### src/rtl/cpu_sequencer_pkg.sv
// Shared definitions for the puzzle-solver CPU sequencer.
//   - opcode encodings for control-flow and datapath instructions
//   - bit positions of the opcode and jump-target fields in an instruction
//   - sequencer state encodings (plain constants so older tools can read them)
//   - is_ctrl(): true for the opcodes the sequencer resolves itself
package cpu_sequencer_pkg;

  // Instruction fields
  localparam int OPC_HI = 31;
  localparam int OPC_LO = 28;
  localparam int TGT_HI = 27;
  localparam int TGT_LO = 20;

  // Datapath opcodes
  localparam logic [3:0] OP_LI    = 4'h0;
  localparam logic [3:0] OP_ADD   = 4'h1;
  localparam logic [3:0] OP_CHECK = 4'h2;
  localparam logic [3:0] OP_STORE = 4'h3;
  localparam logic [3:0] OP_REF   = 4'h4;
  localparam logic [3:0] OP_ROTL  = 4'h5;
  localparam logic [3:0] OP_ROTR  = 4'h6;
  // Control-flow opcodes, resolved inside the sequencer
  localparam logic [3:0] OP_JMP   = 4'h8;
  localparam logic [3:0] OP_JNZ   = 4'h9;
  localparam logic [3:0] OP_ZNJ   = 4'hA;

  // Sequencer states
  localparam logic [2:0] ST_IDLE      = 3'd0;
  localparam logic [2:0] ST_FETCH     = 3'd1;
  localparam logic [2:0] ST_ISSUE     = 3'd2;
  localparam logic [2:0] ST_WAIT_FLAG = 3'd3;
  localparam logic [2:0] ST_HALT      = 3'd4;

  function automatic logic is_ctrl(input logic [3:0] opc);
    return (opc == OP_JMP) || (opc == OP_JNZ) || (opc == OP_ZNJ);
  endfunction

endpackage

### src/rtl/cpu_sequencer_if.sv
// Bus between the sequencer, the instruction memory and the datapath.
//   pc          instruction memory address (sequencer -> memory)
//   op          instruction word, combinational from memory
//   exec_op     latched instruction presented to the datapath
//   exec_valid  exec_op is valid
//   exec_ready  datapath accepts exec_op
//   flag_valid  datapath reports a CHECK result this cycle
//   flag_nz     CHECK result is nonzero (qualified by flag_valid)
// master = sequencer side, slave = memory/datapath side.
interface cpu_sequencer_if #(
  parameter int PC_W = 8
);
  logic [PC_W-1:0] pc;
  logic [31:0]     op;
  logic [31:0]     exec_op;
  logic            exec_valid;
  logic            exec_ready;
  logic            flag_valid;
  logic            flag_nz;

  modport master (
    output pc, exec_op, exec_valid,
    input  op, exec_ready, flag_valid, flag_nz
  );

  modport slave (
    input  pc, exec_op, exec_valid,
    output op, exec_ready, flag_valid, flag_nz
  );
endinterface

### src/rtl/seq_retire_counter.sv
// Saturating retired-instruction counter.
//   clk, rst  clock and synchronous active-high reset
//   inc       one instruction retired this cycle
//   count     retired instructions, sticks at all-ones
module seq_retire_counter #(
  parameter int CNT_W = 16
) (
  input  logic             clk,
  input  logic             rst,
  input  logic             inc,
  output logic [CNT_W-1:0] count
);

  logic [CNT_W-1:0] cnt_q, cnt_d;

  always_comb begin
    cnt_d = cnt_q;
    if (inc && !(&cnt_q)) cnt_d = cnt_q + CNT_W'(1);
  end

  always_ff @(posedge clk) begin
    if (rst) cnt_q <= '0;
    else     cnt_q <= cnt_d;
  end

  assign count = cnt_q;

endmodule

### src/rtl/cpu_sequencer.sv
// Instruction sequencer for the puzzle-solver CPU.
// Owns the program counter, resolves JMP/JNZ/ZNJ itself and hands every
// other opcode to the datapath over a valid/ready handshake. Keeps the
// latest CHECK result (nz_q) for conditional jumps.
//   clk, rst     clock, synchronous active-high reset
//   start        one-cycle pulse, begins execution at pc 0 (IDLE/HALT only)
//   bus          cpu_sequencer_if.master: imem address/data, exec handshake,
//                CHECK flag return
//   busy         not in IDLE and not in HALT
//   halted       terminal loop detected
//   instr_count  saturating count of retired instructions
// Optional build macro HALT_DETECT_EN: a JMP to itself, or a JMP that
// bounces straight back to the JMP retired just before it, parks the
// sequencer in HALT with pc frozen on that JMP. Without the macro such
// loops simply run forever and halted is tied low.
module cpu_sequencer
  import cpu_sequencer_pkg::*;
#(
  parameter int PC_W  = 8,
  parameter int CNT_W = 16
) (
  input  logic                   clk,
  input  logic                   rst,
  input  logic                   start,
  cpu_sequencer_if.master        bus,
  output logic                   busy,
  output logic                   halted,
  output logic [CNT_W-1:0]       instr_count
);

  logic [2:0]      state_q, state_d;
  logic [PC_W-1:0] pc_q, pc_d;
  logic [31:0]     ir_q, ir_d;
  logic            nz_q, nz_d;

  logic [3:0]      opc;
  logic [7:0]      tgt_field;
  logic [PC_W-1:0] tgt, pc_inc;
  logic            ctrl, exec_valid, hs, retire, start_ok, halt_hit;

  assign opc       = ir_q[OPC_HI:OPC_LO];
  assign tgt_field = ir_q[TGT_HI:TGT_LO];
  assign tgt       = tgt_field[PC_W-1:0];
  assign pc_inc    = pc_q + PC_W'(1);
  assign ctrl      = is_ctrl(opc);

  assign exec_valid = (state_q == ST_ISSUE) && !ctrl;
  assign hs         = exec_valid && bus.exec_ready;
  assign retire     = ((state_q == ST_ISSUE) && ctrl) || hs;
  assign start_ok   = start && ((state_q == ST_IDLE) || (state_q == ST_HALT));

`ifdef HALT_DETECT_EN
  // Last retired instruction, kept only if it was a JMP.
  logic            pj_vld_q, pj_vld_d;
  logic [PC_W-1:0] pj_pc_q, pj_pc_d, pj_tgt_q, pj_tgt_d;

  assign halt_hit = (opc == OP_JMP) &&
                    ((tgt == pc_q) ||
                     (pj_vld_q && (pj_pc_q == tgt) && (pj_tgt_q == pc_q)));

  always_comb begin
    pj_vld_d = pj_vld_q;
    pj_pc_d  = pj_pc_q;
    pj_tgt_d = pj_tgt_q;
    if (start_ok) begin
      pj_vld_d = 1'b0;
    end else if (retire) begin
      pj_vld_d = (opc == OP_JMP);
      pj_pc_d  = pc_q;
      pj_tgt_d = tgt;
    end
  end

  always_ff @(posedge clk) begin
    if (rst) begin
      pj_vld_q <= 1'b0;
      pj_pc_q  <= '0;
      pj_tgt_q <= '0;
    end else begin
      pj_vld_q <= pj_vld_d;
      pj_pc_q  <= pj_pc_d;
      pj_tgt_q <= pj_tgt_d;
    end
  end

  assign halted = (state_q == ST_HALT);
`else
  assign halt_hit = 1'b0;
  assign halted   = 1'b0;
`endif

  always_comb begin
    state_d = state_q;
    pc_d    = pc_q;
    ir_d    = ir_q;
    // Flag is captured whatever the state, so a jump always sees the
    // most recent CHECK result.
    nz_d    = bus.flag_valid ? bus.flag_nz : nz_q;

    case (state_q)
      ST_IDLE, ST_HALT: begin
        if (start) begin
          state_d = ST_FETCH;
          pc_d    = '0;
        end
      end
      ST_FETCH: begin
        ir_d    = bus.op;
        state_d = ST_ISSUE;
      end
      ST_ISSUE: begin
        if (ctrl) begin
          state_d = ST_FETCH;
          case (opc)
            OP_JMP: begin
              if (halt_hit) state_d = ST_HALT;
              else          pc_d    = tgt;
            end
            OP_JNZ:  pc_d = nz_q ? tgt : pc_inc;
            OP_ZNJ:  pc_d = nz_q ? pc_inc : tgt;
            default: pc_d = pc_inc;
          endcase
        end else if (bus.exec_ready) begin
          pc_d = pc_inc;
          // A CHECK whose flag comes back with the handshake needs no wait.
          state_d = ((opc == OP_CHECK) && !bus.flag_valid) ? ST_WAIT_FLAG
                                                            : ST_FETCH;
        end
      end
      ST_WAIT_FLAG: begin
        if (bus.flag_valid) state_d = ST_FETCH;
      end
      default: state_d = ST_IDLE;
    endcase
  end

  always_ff @(posedge clk) begin
    if (rst) begin
      state_q <= ST_IDLE;
      pc_q    <= '0;
      ir_q    <= '0;
      nz_q    <= 1'b0;
    end else begin
      state_q <= state_d;
      pc_q    <= pc_d;
      ir_q    <= ir_d;
      nz_q    <= nz_d;
    end
  end

  seq_retire_counter #(.CNT_W(CNT_W)) u_retire_cnt (
    .clk   (clk),
    .rst   (rst),
    .inc   (retire),
    .count (instr_count)
  );

  assign bus.pc         = pc_q;
  assign bus.exec_valid = exec_valid;
  assign bus.exec_op    = exec_valid ? ir_q : '0;
  assign busy           = (state_q == ST_FETCH) || (state_q == ST_ISSUE) ||
                          (state_q == ST_WAIT_FLAG);

endmodule

### src/flat_wrapper.sv
// flat-port wrapper written by rule: the top's interface ports become plain ports
module cpu_sequencer_flat import cpu_sequencer_pkg::*;
#(
  parameter int PC_W  = 8,
  parameter int CNT_W = 16
)
  (clk, rst, start, busy, halted, instr_count, bus_pc, bus_exec_op, bus_exec_valid, bus_op, bus_exec_ready, bus_flag_valid, bus_flag_nz);
  cpu_sequencer_if #(.PC_W(PC_W)) bus_i ();
  input  logic clk;
  input  logic rst;
  input  logic start;
  output logic busy;
  output logic halted;
  output logic [CNT_W-1:0] instr_count;
  output wire logic [$bits(bus_i.pc)-1:0] bus_pc;
  output wire logic [$bits(bus_i.exec_op)-1:0] bus_exec_op;
  output wire logic [$bits(bus_i.exec_valid)-1:0] bus_exec_valid;
  input wire logic [$bits(bus_i.op)-1:0] bus_op;
  input wire logic [$bits(bus_i.exec_ready)-1:0] bus_exec_ready;
  input wire logic [$bits(bus_i.flag_valid)-1:0] bus_flag_valid;
  input wire logic [$bits(bus_i.flag_nz)-1:0] bus_flag_nz;
  assign bus_pc = bus_i.pc;
  assign bus_exec_op = bus_i.exec_op;
  assign bus_exec_valid = bus_i.exec_valid;
  assign bus_i.op = bus_op;
  assign bus_i.exec_ready = bus_exec_ready;
  assign bus_i.flag_valid = bus_flag_valid;
  assign bus_i.flag_nz = bus_flag_nz;
  cpu_sequencer #(.PC_W(PC_W), .CNT_W(CNT_W)) u_core (.clk(clk), .rst(rst), .start(start), .bus(bus_i), .busy(busy), .halted(halted), .instr_count(instr_count));
endmodule
### config.mk
export PLATFORM = sky130hd
export DESIGN_NAME = cpu_sequencer_flat
export DESIGN_NICKNAME = d
export VERILOG_FILES = /design/src/rtl/cpu_sequencer_pkg.sv /design/src/rtl/cpu_sequencer_if.sv /design/src/rtl/seq_retire_counter.sv /design/src/rtl/cpu_sequencer.sv /design/src/flat_wrapper.sv
export SDC_FILE = /design/constraint.sdc
export NUM_CORES = 1
export LEC_CHECK = 0
export ABC_AREA = 1
export ABC_CLOCK_PERIOD_IN_PS = 1900
export CAP_MARGIN = 20
export CORE_MARGIN = 5
export CORE_UTILIZATION = 35
export CTS_CLUSTER_DIAMETER = 100
export DETAILED_ROUTE_END_ITERATION = 10
export PLACE_DENSITY_LB_ADDON = 0.2
export SYNTH_ARGS = -nofsm -noshare
export SYNTH_HDL_FRONTEND = slang
export SYNTH_SLANG_ARGS = --single-unit
### constraint.sdc
create_clock -name clk -period 1.9 [get_ports clk]
set_input_delay 0.19 -clock clk [delete_from_list [all_inputs] [get_ports clk]]
set_output_delay 0.19 -clock clk [all_outputs]
set_load 0.005 [all_outputs]
==> results of run 1 <==
-- cell families (layout without fill, tap and decap cells) --
kind of cell | count (synthesis) | in the layout | synth area share [%]
AO/OA/AOI/OAI | 104 | 104 | 18.9
XOR/XNOR | 8 | 8 | 2.33
flip-flops | 59 | 59 | 39.3
AND/OR/NAND/NOR | 189 | 189 | 27.4
other | 1 | 1 | 0.125
adder cells (fa/ha/maj) | 2 | 2 | 0.833
buffers and inverters | 79 | 178 | 11.2
-- Yosys cell counts (all sizes together) --
cell / instances / area, µm²
a21oi: 58 / 324
buf: 5 / 48.8
clkbuf: 14 / 52.6
clkinv: 2 / 13.8
conb: 1 / 3.75
dfxtp: 59 / 1180
ha: 2 / 25.0
inv: 58 / 220
nand2: 94 / 387
nand3: 20 / 105
nand3b: 1 / 7.51
nand4: 8 / 50.1
nor2: 64 / 260
nor4: 1 / 6.26
o211ai: 4 / 30.0
o21ai: 41 / 205
o21bai: 1 / 7.51
or2: 1 / 6.26
xnor2: 5 / 43.8
xor2: 3 / 26.3
-- cell type report --
class                   instances  share of cell area [%]
multi-input cells             304                    35.1
flip-flops and latches         59                    27.8
repair buffers                102                    23.2
inverters                      60                    5.50
clock buffers                  12                    3.64
well taps                     105                    3.09
clock inverters                 4                    1.70
-- where the power goes --
group          internal (mW)  total, mW  switching, mW
logic                  0.242      0.553          0.311
registers               1.34       1.40         0.0545
clock network          0.809       1.31          0.499
-- worst register-to-register path: cells and delay by family, from the launching register on --
kind | cells | cell delay, ns
AND/OR/NAND/NOR | 5 | 0.50
adder cells (fa/ha/maj) | 1 | 0.24
buffers and inverters | 3 | 0.26
AO/OA/AOI/OAI | 1 | 0.05
flip-flops | 1 | 0.43
-- final timing paths --
check	from	endpoint	slack [ns]	depth (start not counted)
hold reg to reg	u_core.ir_q[8]	u_core.ir_q[8]	0.46	2
setup / recovery	u_core.state_q[1]	bus_exec_op[22]	0.21	6
hold / removal	u_core.ir_q[8]	u_core.ir_q[8]	0.46	2
setup reg to reg	u_core.u_retire_cnt.count[1]	u_core.u_retire_cnt.count[14]	0.31	10
-- through the flow --
stage	instances	hold WS, ns
after floorplan	442	0.259
after global placement	629	0.445
after detailed placement	629	0.449
after CTS	646	0.460
after global routing	646	0.485
final	646	0.457
-- sequential cells by signal, indices dropped and copies added, names as in the netlist --
| name | count |
|---|---|
| u_core.bus.pc | 8 |
| u_core.state_q | 2 |
| u_core.ir_q | 32 |
| u_core.u_retire_cnt.count | 16 |
| u_core.nz_q | 1 |
-- layer usage --
metal	vias up	share of wire [%]	global-route usage (%)
li1	1600	-	-
met1	1286	47	21.1
met2	88	43	23.8
met3	9	8.4	5.55
met4	0	1.3	6.36
met5	-	0	0
-- what timing repair did --
item                       4_1_cts  5_1_grt
setup endpoints to repair       33        0
buffers inserted                 1        0
resized for setup               39        0
==> reports/qor.yml, run 1 <==
dpl-instance-area_um2: 4060
antenna_cells: 0
grt_pass1_vias: 2899
drtIter0Drc: 130
syn_area_um2: 3000
die-height_um: 103
crit_buf_inv: 3
min_period_ns: 1.69
antenna_left: 0
cp_top_family: "buffers and inverters"
critPathArrivalTime_ns: 1.50
syn_area_per_cell_um2: 6.80
period_share_pct: 89.1
via_per_inst: 4.62
grt_max_degree: 66
drt-total-wl_mm: 7.92
clockRootBuffer: "clkbuf_8"
crit_chain: "inv_1 > nor2_2 > nand2_2 > buf_12 > nor2_1 > dlygate4sd2_1"
outcome: "finished, final reports clean"
rsz0062_at_grt: "false"
fin_util_pct: 51.3
start_util_pct: 36.2
insertion_delay_ns: 0.33
fin_area_um2: 4260
startpoint_type: "flip-flop"
hold_buffers: 0
final.setup_skew_ns: 0.00975
cts_buffer_depth: 2
syn_nets: 482
dieArea_um2: 10500
critPathMaxFanout: 33
nNetsFinal: 576
worst_slew_pin_slew_ns: 0.581
layout_commonest_cell: "nand2_1"
seqCellArea_um2: 1180
end_kind: "output pin"
ys_seq_area_share_pct: 39.3
max_stage_delay_ns: 0.35
final_cell_mix: "86 x nand2_1, 62 x clkdlybuf4s50_1, 60 x nor2_1, 56 x dfxtp_1, 55 x inv_1"
route.detailed.drc: 0
p_leak_nw: 1.76
critPathRequiredTime_ns: 1.71
setup_ws_ns: 0.208
layout-drive-gt1-share_pct: 9.80
first_pass_iters: 4
synth_cell_types: 33
yosysWarnings: 0
coreArea_um2: 8300
hold_viol: 0
path_class: "reg2out"
numCtsBuffers: 9
wire_per_inst_um: 12.3
gp_congestion: 0.805
ys_seq_elements: 59
gr-total-overflow: 0
fp.dieW_um: 103
vias: 2983
cts_tree: "done"
fillerInstances: 840
place_ws_ns: 0.227
drv_slew: 0
maxCapViolCount: 0
ios: 97
grt.total_usage_pct: 16.0
max_freq_ghz: 0.591
rows: 33
htreeDepth: 3
io_buffers: 95
hold_class: "reg2reg"
fin_total_pwr_mw: 3.26
ir_drop_uv: 425
setup_tns_ns: 0
cp_slowest_cell: "dfxtp_2"
relSlewSlack_pct: 61.2
power.density_nw_per_um2: 765
area_growth_pct: 41.7
clock-sinks: 59
synthCells: 442
grt_pass1_wl_mm: 13.4
dp_hpwl_mm: 5.72
multi_input_area_um2: 1490
clkTransAtPathRegs_ns: 0.07
antenna_found_initial: 0
setup_viol: 0
Power figures use the tool's default switching activity.
==> run 2: changes to the inputs <==
--- a/config.mk
+++ b/config.mk
@@ -9,7 +9,7 @@
 export ABC_CLOCK_PERIOD_IN_PS = 1900
 export CAP_MARGIN = 20
 export CORE_MARGIN = 5
-export CORE_UTILIZATION = 35
+export CORE_UTILIZATION = 46
 export CTS_CLUSTER_DIAMETER = 100
 export DETAILED_ROUTE_END_ITERATION = 10
 export PLACE_DENSITY_LB_ADDON = 0.2
==> reports/qor.yml, run 2 (synthesis gave the netlist of run 1 again) <==
hold_buffers: 0  # unchanged
insertion_delay_ns: 0.34  # about the same
grt.total_usage_pct: 19.8  # +3.8 points
vias: 3131  # +5.0%
hold_class: "reg2reg"
startpoint_type: "flip-flop"
cts_tree: "done"
critPathMaxFanout: 33  # unchanged
crit_start: "u_core.ir_q[31]"
antenna_cells: 0  # unchanged
period_share_pct: 92.6  # +3.5 points
hold_path.startpoint: "u_core.ir_q[19]"
largest-register: "u_core.ir_q"
critPathRequiredTime_ns: 1.71  # about the same
dieArea_um2: 8250  # -22%
fp.dieW_um: 90.8  # -12%
drtIter0Drc: 162  # +25%
coreArea_um2: 6350  # -23%
ios: 97  # unchanged
grt_max_degree: 66  # unchanged
setup_viol: 0  # unchanged
final_cell_mix: "86 x nand2_1, 62 x clkdlybuf4s50_1, 60 x nor2_1, 56 x dfxtp_1, 55 x inv_1"
gr-total-overflow: 0  # unchanged
ir_drop_uv: 547  # +29%
timing.hold.ws_ns: 0.448  # -0.00981 ns
cts_buffer_depth: 2  # unchanged
layout_commonest_cell: "nand2_1"
worst_slew_pin_slew_ns: 0.536  # -0.0447 ns
area_growth_pct: 41.5
max_freq_ghz: 0.569  # -3.8%
final.setup_skew_ns: 0.00648  # -0.00327 ns
htreeDepth: 3  # unchanged
gp_congestion: 0.834  # +3.7%
timing.rr.start: "u_core.u_retire_cnt.count[1]"
end_kind: "output pin"
wire_per_inst_um: 12.9  # +4.9%
dp_hpwl_mm: 5.83  # +1.9%
antenna_found_initial: 0  # unchanged
clockRootBuffer: "clkbuf_8"
layout-drive-gt1-share_pct: 10.1  # +0.33 points
power.density_nw_per_um2: 765  # about the same
largest_reg_flops: 32  # unchanged
nNetsFinal: 578  # +0.35%
clkTransAtPathRegs_ns: 0.07  # about the same
numCtsBuffers: 9  # unchanged
rows: 29  # -12%
route.detailed.drc: 0  # unchanged
io_buffers: 95  # unchanged
outcome: "finished, final reports clean"
clock-sinks: 59  # unchanged
p_leak_nw: 1.77  # +0.86%
via_per_inst: 5.05  # +9.4%
r2r_cells: 10  # unchanged
die-height_um: 90.8  # -12%
first_pass_iters: 4  # unchanged
grt_pass1_vias: 3033  # +4.6%
rsz0062_at_grt: "false"
drv_slew: 0  # unchanged
critPathArrivalTime_ns: 1.57  # +0.07 ns
relSlewSlack_pct: 64.2  # +3.0 points
hold_depth: 2  # unchanged
min_period_ns: 1.76  # +0.0667 ns
start_util_pct: 47.3  # +11 points
antenna_left: 0  # unchanged
fin_total_pwr_mw: 3.25  # -0.13%
maxCapViolCount: 0  # unchanged
hold_viol: 0  # unchanged
path_class: "reg2out"
setup_tns_ns: 0  # unchanged
grt_pass1_wl_mm: 13.6  # +1.2%
drt-total-wl_mm: 7.98  # +0.72%
-- run 2: worst paths after layout --
kind                                   to  slack, ns
min                       u_core.ir_q[19]       0.45
min reg2reg               u_core.ir_q[19]       0.45
max reg2reg  u_core.u_retire_cnt.count[1]       0.30
max                        bus_exec_valid       0.14
-- run 2: final cells by class --
| class | instances | area [µm²] |
|---|---|---|
| Inverter | 60 | 234 |
| Tap cell | 77 | 96.3 |
| Sequential cell | 59 | 1180 |
| Clock buffer | 12 | 155 |
| Multi-Input combinational cell | 304 | 1490 |
| Clock inverter | 4 | 72.6 |
| Timing Repair Buffer | 104 | 1010 |
| Fill cell | 544 | 2100 |
-- run 2: routing by layer --
metal	part of all wire, %	up-vias	global-route usage [%]
li1	-	1600	-
met1	41	1419	22.7
met2	48	100	33.1
met3	9.7	12	9.17
met4	1.5	0	5.62
met5	0	-	0
-- run 2: worst max-delay path, cell delays in order (launching register included) --
cell           delay, ns
dfxtp_1             0.32
inv_2               0.05
nor2_4              0.10
nand2_1             0.12
nand2_2             0.10
buf_12              0.18
inv_1               0.07
dlygate4sd2_1       0.27
-- run 2: power breakdown --
| part | internal [mW] | total (mW) | switching [mW] |
|---|---|---|---|
| clock network | 0.808 | 1.29 | 0.486 |
| registers | 1.34 | 1.39 | 0.0507 |
| logic | 0.249 | 0.567 | 0.317 |
-- run 2: timing repair --
action                     CTS  global route
setup buffers                1             0
resized for setup           38             0
setup endpoints to repair   33             0
-- run 2: metrics by stage --
| step | cell area, µm² | cells | setup WS [ns] | utilization (%) |
|---|---|---|---|---|
| final | 4250 | 620 | 0.141 | 66.9 |
| after global routing | 4250 | 620 | 0.0611 | 66.9 |
| after CTS | 4250 | 620 | 0.131 | 66.9 |
| after detailed placement | 4050 | 603 | 0.185 | 63.8 |
| after global placement | 4050 | 603 | 0.209 | 63.8 |
| after floorplan | 3000 | 442 | 0.345 | - |
==> run 3: changes to the inputs <==
--- a/config.mk
+++ b/config.mk
@@ -9,10 +9,11 @@
 export ABC_CLOCK_PERIOD_IN_PS = 1900
 export CAP_MARGIN = 20
 export CORE_MARGIN = 5
-export CORE_UTILIZATION = 46
+export CORE_UTILIZATION = 47
 export CTS_CLUSTER_DIAMETER = 100
 export DETAILED_ROUTE_END_ITERATION = 10
 export PLACE_DENSITY_LB_ADDON = 0.2
 export SYNTH_ARGS = -nofsm -noshare
 export SYNTH_HDL_FRONTEND = slang
+export SYNTH_HIERARCHICAL = 1
 export SYNTH_SLANG_ARGS = --single-unit
==> reports/qor.yml, run 3 <==
fin_total_pwr_mw: 3.45  # +6.1%
setup_ws_ns: 0.0613  # -0.0797 ns
critPathArrivalTime_ns: 1.65  # +0.08 ns
outcome: "finished, final reports clean"
dieArea_um2: 8360  # +1.4%
layout_commonest_cell: "nor2_1"
antenna_left: 0  # unchanged
numCtsBuffers: 9  # unchanged
vias: 3164  # +1.1%
drv_slew: 0  # unchanged
swShare_pct: 30.9  # +4.6 points
crit_cells: 7  # unchanged
via_per_inst: 5.07  # +0.41%
nNetsFinal: 582  # +0.69%
drtIter0Drc: 155  # -4.3%
grt_max_degree: 47  # -29%
grt_pass1_wl_mm: 13.6  # +0.20%
synth.area.top_cells: "dfxtp_1 38%, nor2_1 12%, a211oi_1 7.9%"
r2r_cells: 14  # +4
area_growth_pct: 38.6
hold_end: "u_core/ir_q[20]"
synth-main-ff-cell: "dfxtp_1"
clkTransAtPathRegs_ns: 0.07  # about the same
antenna_found_initial: 0  # unchanged
critPathMaxFanout: 32  # -3.0%
hold_path.startpoint: "bus_op[20]"
gr-total-overflow: 0  # unchanged
p_int_mw: 2.39  # -0.57%
route.detailed.drc: 0  # unchanged
crit_chain: "nand2_2 > a21oi_2 > buf_4 > inv_2 > buf_12 > nor2_1 > dlygate4sd2_1"
ys_seq_elements: 59  # unchanged
ios: 97  # unchanged
wire_per_inst_um: 13.3  # +3.3%
hold_depth: 3  # +1
final.setup_skew_ns: 0.00729  # +0.000809 ns
r2r_end: "u_core/u_retire_cnt/count[14]"
multi_input_area_um2: 1580  # +5.7%
synthCells: 444  # +0.45%
timing.rr.start: "u_core/ir_q[31]"
synth_area_leader_cell: "dfxtp_1"
hold_viol: 0  # unchanged
r2r_slack_ns: 0.17  # -0.13 ns
clockPowerShare_pct: 33.4  # -6.4 points
fin_util_pct: 67.7  # +0.74 points
largest-register: "u_core/ir_q"
layout-drive-gt1-share_pct: 13.7  # +3.6 points
io_buffers: 95  # unchanged
seqCellArea_um2: 1180  # -0.11%
cp_top_family: "buffers and inverters"
period_share_pct: 96.8  # +4.2 points
yosysWarnings: 6  # +6
antenna_cells: 0  # unchanged
path_class: "reg2out"
hold_class: "in2reg"
die-height_um: 91.5  # +0.70%
power.density_nw_per_um2: 798  # +4.3%
power_frac_comb_pct: 24.4  # +7.0 points
p_leak_nw: 1.78  # +0.24%
htreeDepth: 3  # unchanged
largest_reg_flops: 32  # unchanged
coreArea_um2: 6390  # +0.57%
grt.total_usage_pct: 19.6  # -0.19 points
syn_area_per_cell_um2: 7.02  # +3.3%
synth_cell_types: 31  # -6.1%
fillerInstances: 556  # +2.2%
routed.top_layer: "met4"
end_kind: "output pin"
cts_tree: "done"
syn_area_um2: 3120  # +3.8%
switchingPower_mw: 1.06  # +25%
ys_seq_area_share_pct: 37.9  # -1.4 points
crit_buf_inv: 4  # unchanged
grt_pass1_vias: 2975  # -1.9%
syn_nets: 484  # +0.41%
hold_buffers: 0  # unchanged
wl_met2_mm: 4.08  # +7.3%
min_period_ns: 1.84  # +0.0797 ns
synthTopCellsByCount: "103 x nor2_1, 61 x nand2_1, 59 x dfxtp_1"
maxCapViolCount: 0  # unchanged
cts_buffer_depth: 2  # unchanged
synth_most_common_cell: "nor2_1"
setup_viol: 0  # unchanged
drt-total-wl_mm: 8.29  # +4.0%
place_ws_ns: 0.151  # -0.0341 ns
ys_async_sr_fraction_pct: 0  # unchanged
dr_wl_met3_um: 583  # -25%
fp.dieW_um: 91.5  # +0.70%
startpoint_type: "flip-flop"
first_pass_iters: 7  # +3
dp.cells: 603  # unchanged
insertion_delay_ns: 0.34  # about the same
wl_met1_mm: 3.57  # +8.8%
power_frac_seq_pct: 42.2  # -0.6 points
final_cell_mix: "100 x nor2_1, 62 x clkdlybuf4s50_1, 59 x nand2_1, 57 x dfxtp_1, 56 x inv_1"
ir_drop_uv: 546  # -0.18%
rows: 29  # unchanged
yosysTopAreaCellShare_pct: 37.9  # -1.4 points
synth-edff-count: 0  # unchanged
max_stage_delay_ns: 0.36  # +0.04 ns
start_util_pct: 48.8  # +1.5 points
gp_congestion: 0.820  # -1.7%
critPathRequiredTime_ns: 1.71  # about the same
clockRootBuffer: "clkbuf_8"
cp_slowest_cell: "dfxtp_2"
layout.cells.non_filler: 624  # +0.65%
clock-sinks: 59  # unchanged
max_freq_ghz: 0.544  # -4.3%
dp_hpwl_mm: 6.11  # +4.8%
## run 3: cell types whose count changed in the layout (fill, tap and decap cells not counted), sizes merged, moves of 5 or more
cell and delta:
nand2 -21, o21ai -31, a211oi +33, a21oi -35, clkdlybuf4s15 +6, dlygate4sd2 -8
nand3 +15, xnor2 -5, nor2 +49
## run 3: cells by family after synthesis
family	after synthesis	synth area share (%)
compound gates	69	14.7
fa+ha+maj	2	0.802
buf+inv	81	11.9
flops	59	37.9
other cells	1	0.120
simple gates	232	34.6
## run 3: worst max-delay path by stage
stage / startpoint / to / slack (ns)
after global placement: u_core/ir_q[29] / bus_exec_op[21] / 0.16
after floorplan: u_core/ir_q[30] / u_core/u_retire_cnt/count[14] / 0.22
after CTS: u_core/ir_q[30] / bus_exec_valid / -0.13
final: u_core/ir_q[29] / bus_exec_op[29] / 0.06
after detailed placement: u_core/ir_q[29] / bus_exec_op[30] / 0.15
after global routing: u_core/state_q[0] / bus_exec_op[0] / -0.009
## run 3: power by group through the flow
stage	Combinational, mW	Sequential [mW]	Clock, mW
after floorplan	0.548	1.46	0
after CTS	0.825	1.45	1.18
after global routing	0.939	1.47	1.22
after detailed placement	0.826	1.48	0
after global placement	0.811	1.47	0
final	0.843	1.46	1.15
## run 3: cell type report
cell class / instances / area share, %
Multi-Input combinational cell: 304 / 36.5
Sequential cell: 59 / 27.4
Clock inverter: 6 / 1.51
Tap cell: 77 / 2.23
Clock buffer: 10 / 3.18
Timing Repair Buffer: 107 / 23.9
Inverter: 61 / 5.30
## run 3: worst reg2reg max path: cells and delay by family (launching register included)
family | cells | cell delay [ns]
buffers and inverters | 4 | 0.34
flip-flops | 1 | 0.32
AND/OR/NAND/NOR | 10 | 0.97
## run 3: metal layers
metal,vias up,global-route usage [%]
met4,0,7.46
met3,7,3.88
met5,-,0
met2,102,33.4
li1,1623,-
met1,1432,24.3
## run 3: through the flow
| step | setup TNS (ns) | instance area, µm² | hold slack (ns) |
|---|---|---|---|
| floorplan | 0 | 3120 | 0.252 |
| global placement | 0 | 4100 | 0.452 |
| detailed placement | 0 | 4100 | 0.455 |
| CTS | -0.130 | 4290 | 0.422 |
| global route | -0.0519 | 4320 | 0.442 |
| finish | 0 | 4320 | 0.442 |
## run 3: what timing repair did
action | in CTS | in global routing
pin swaps | 0 | 1
endpoints found under the setup margin | 32 | 1
gates resized for setup | 35 | 13
buffers inserted | 3 | 2
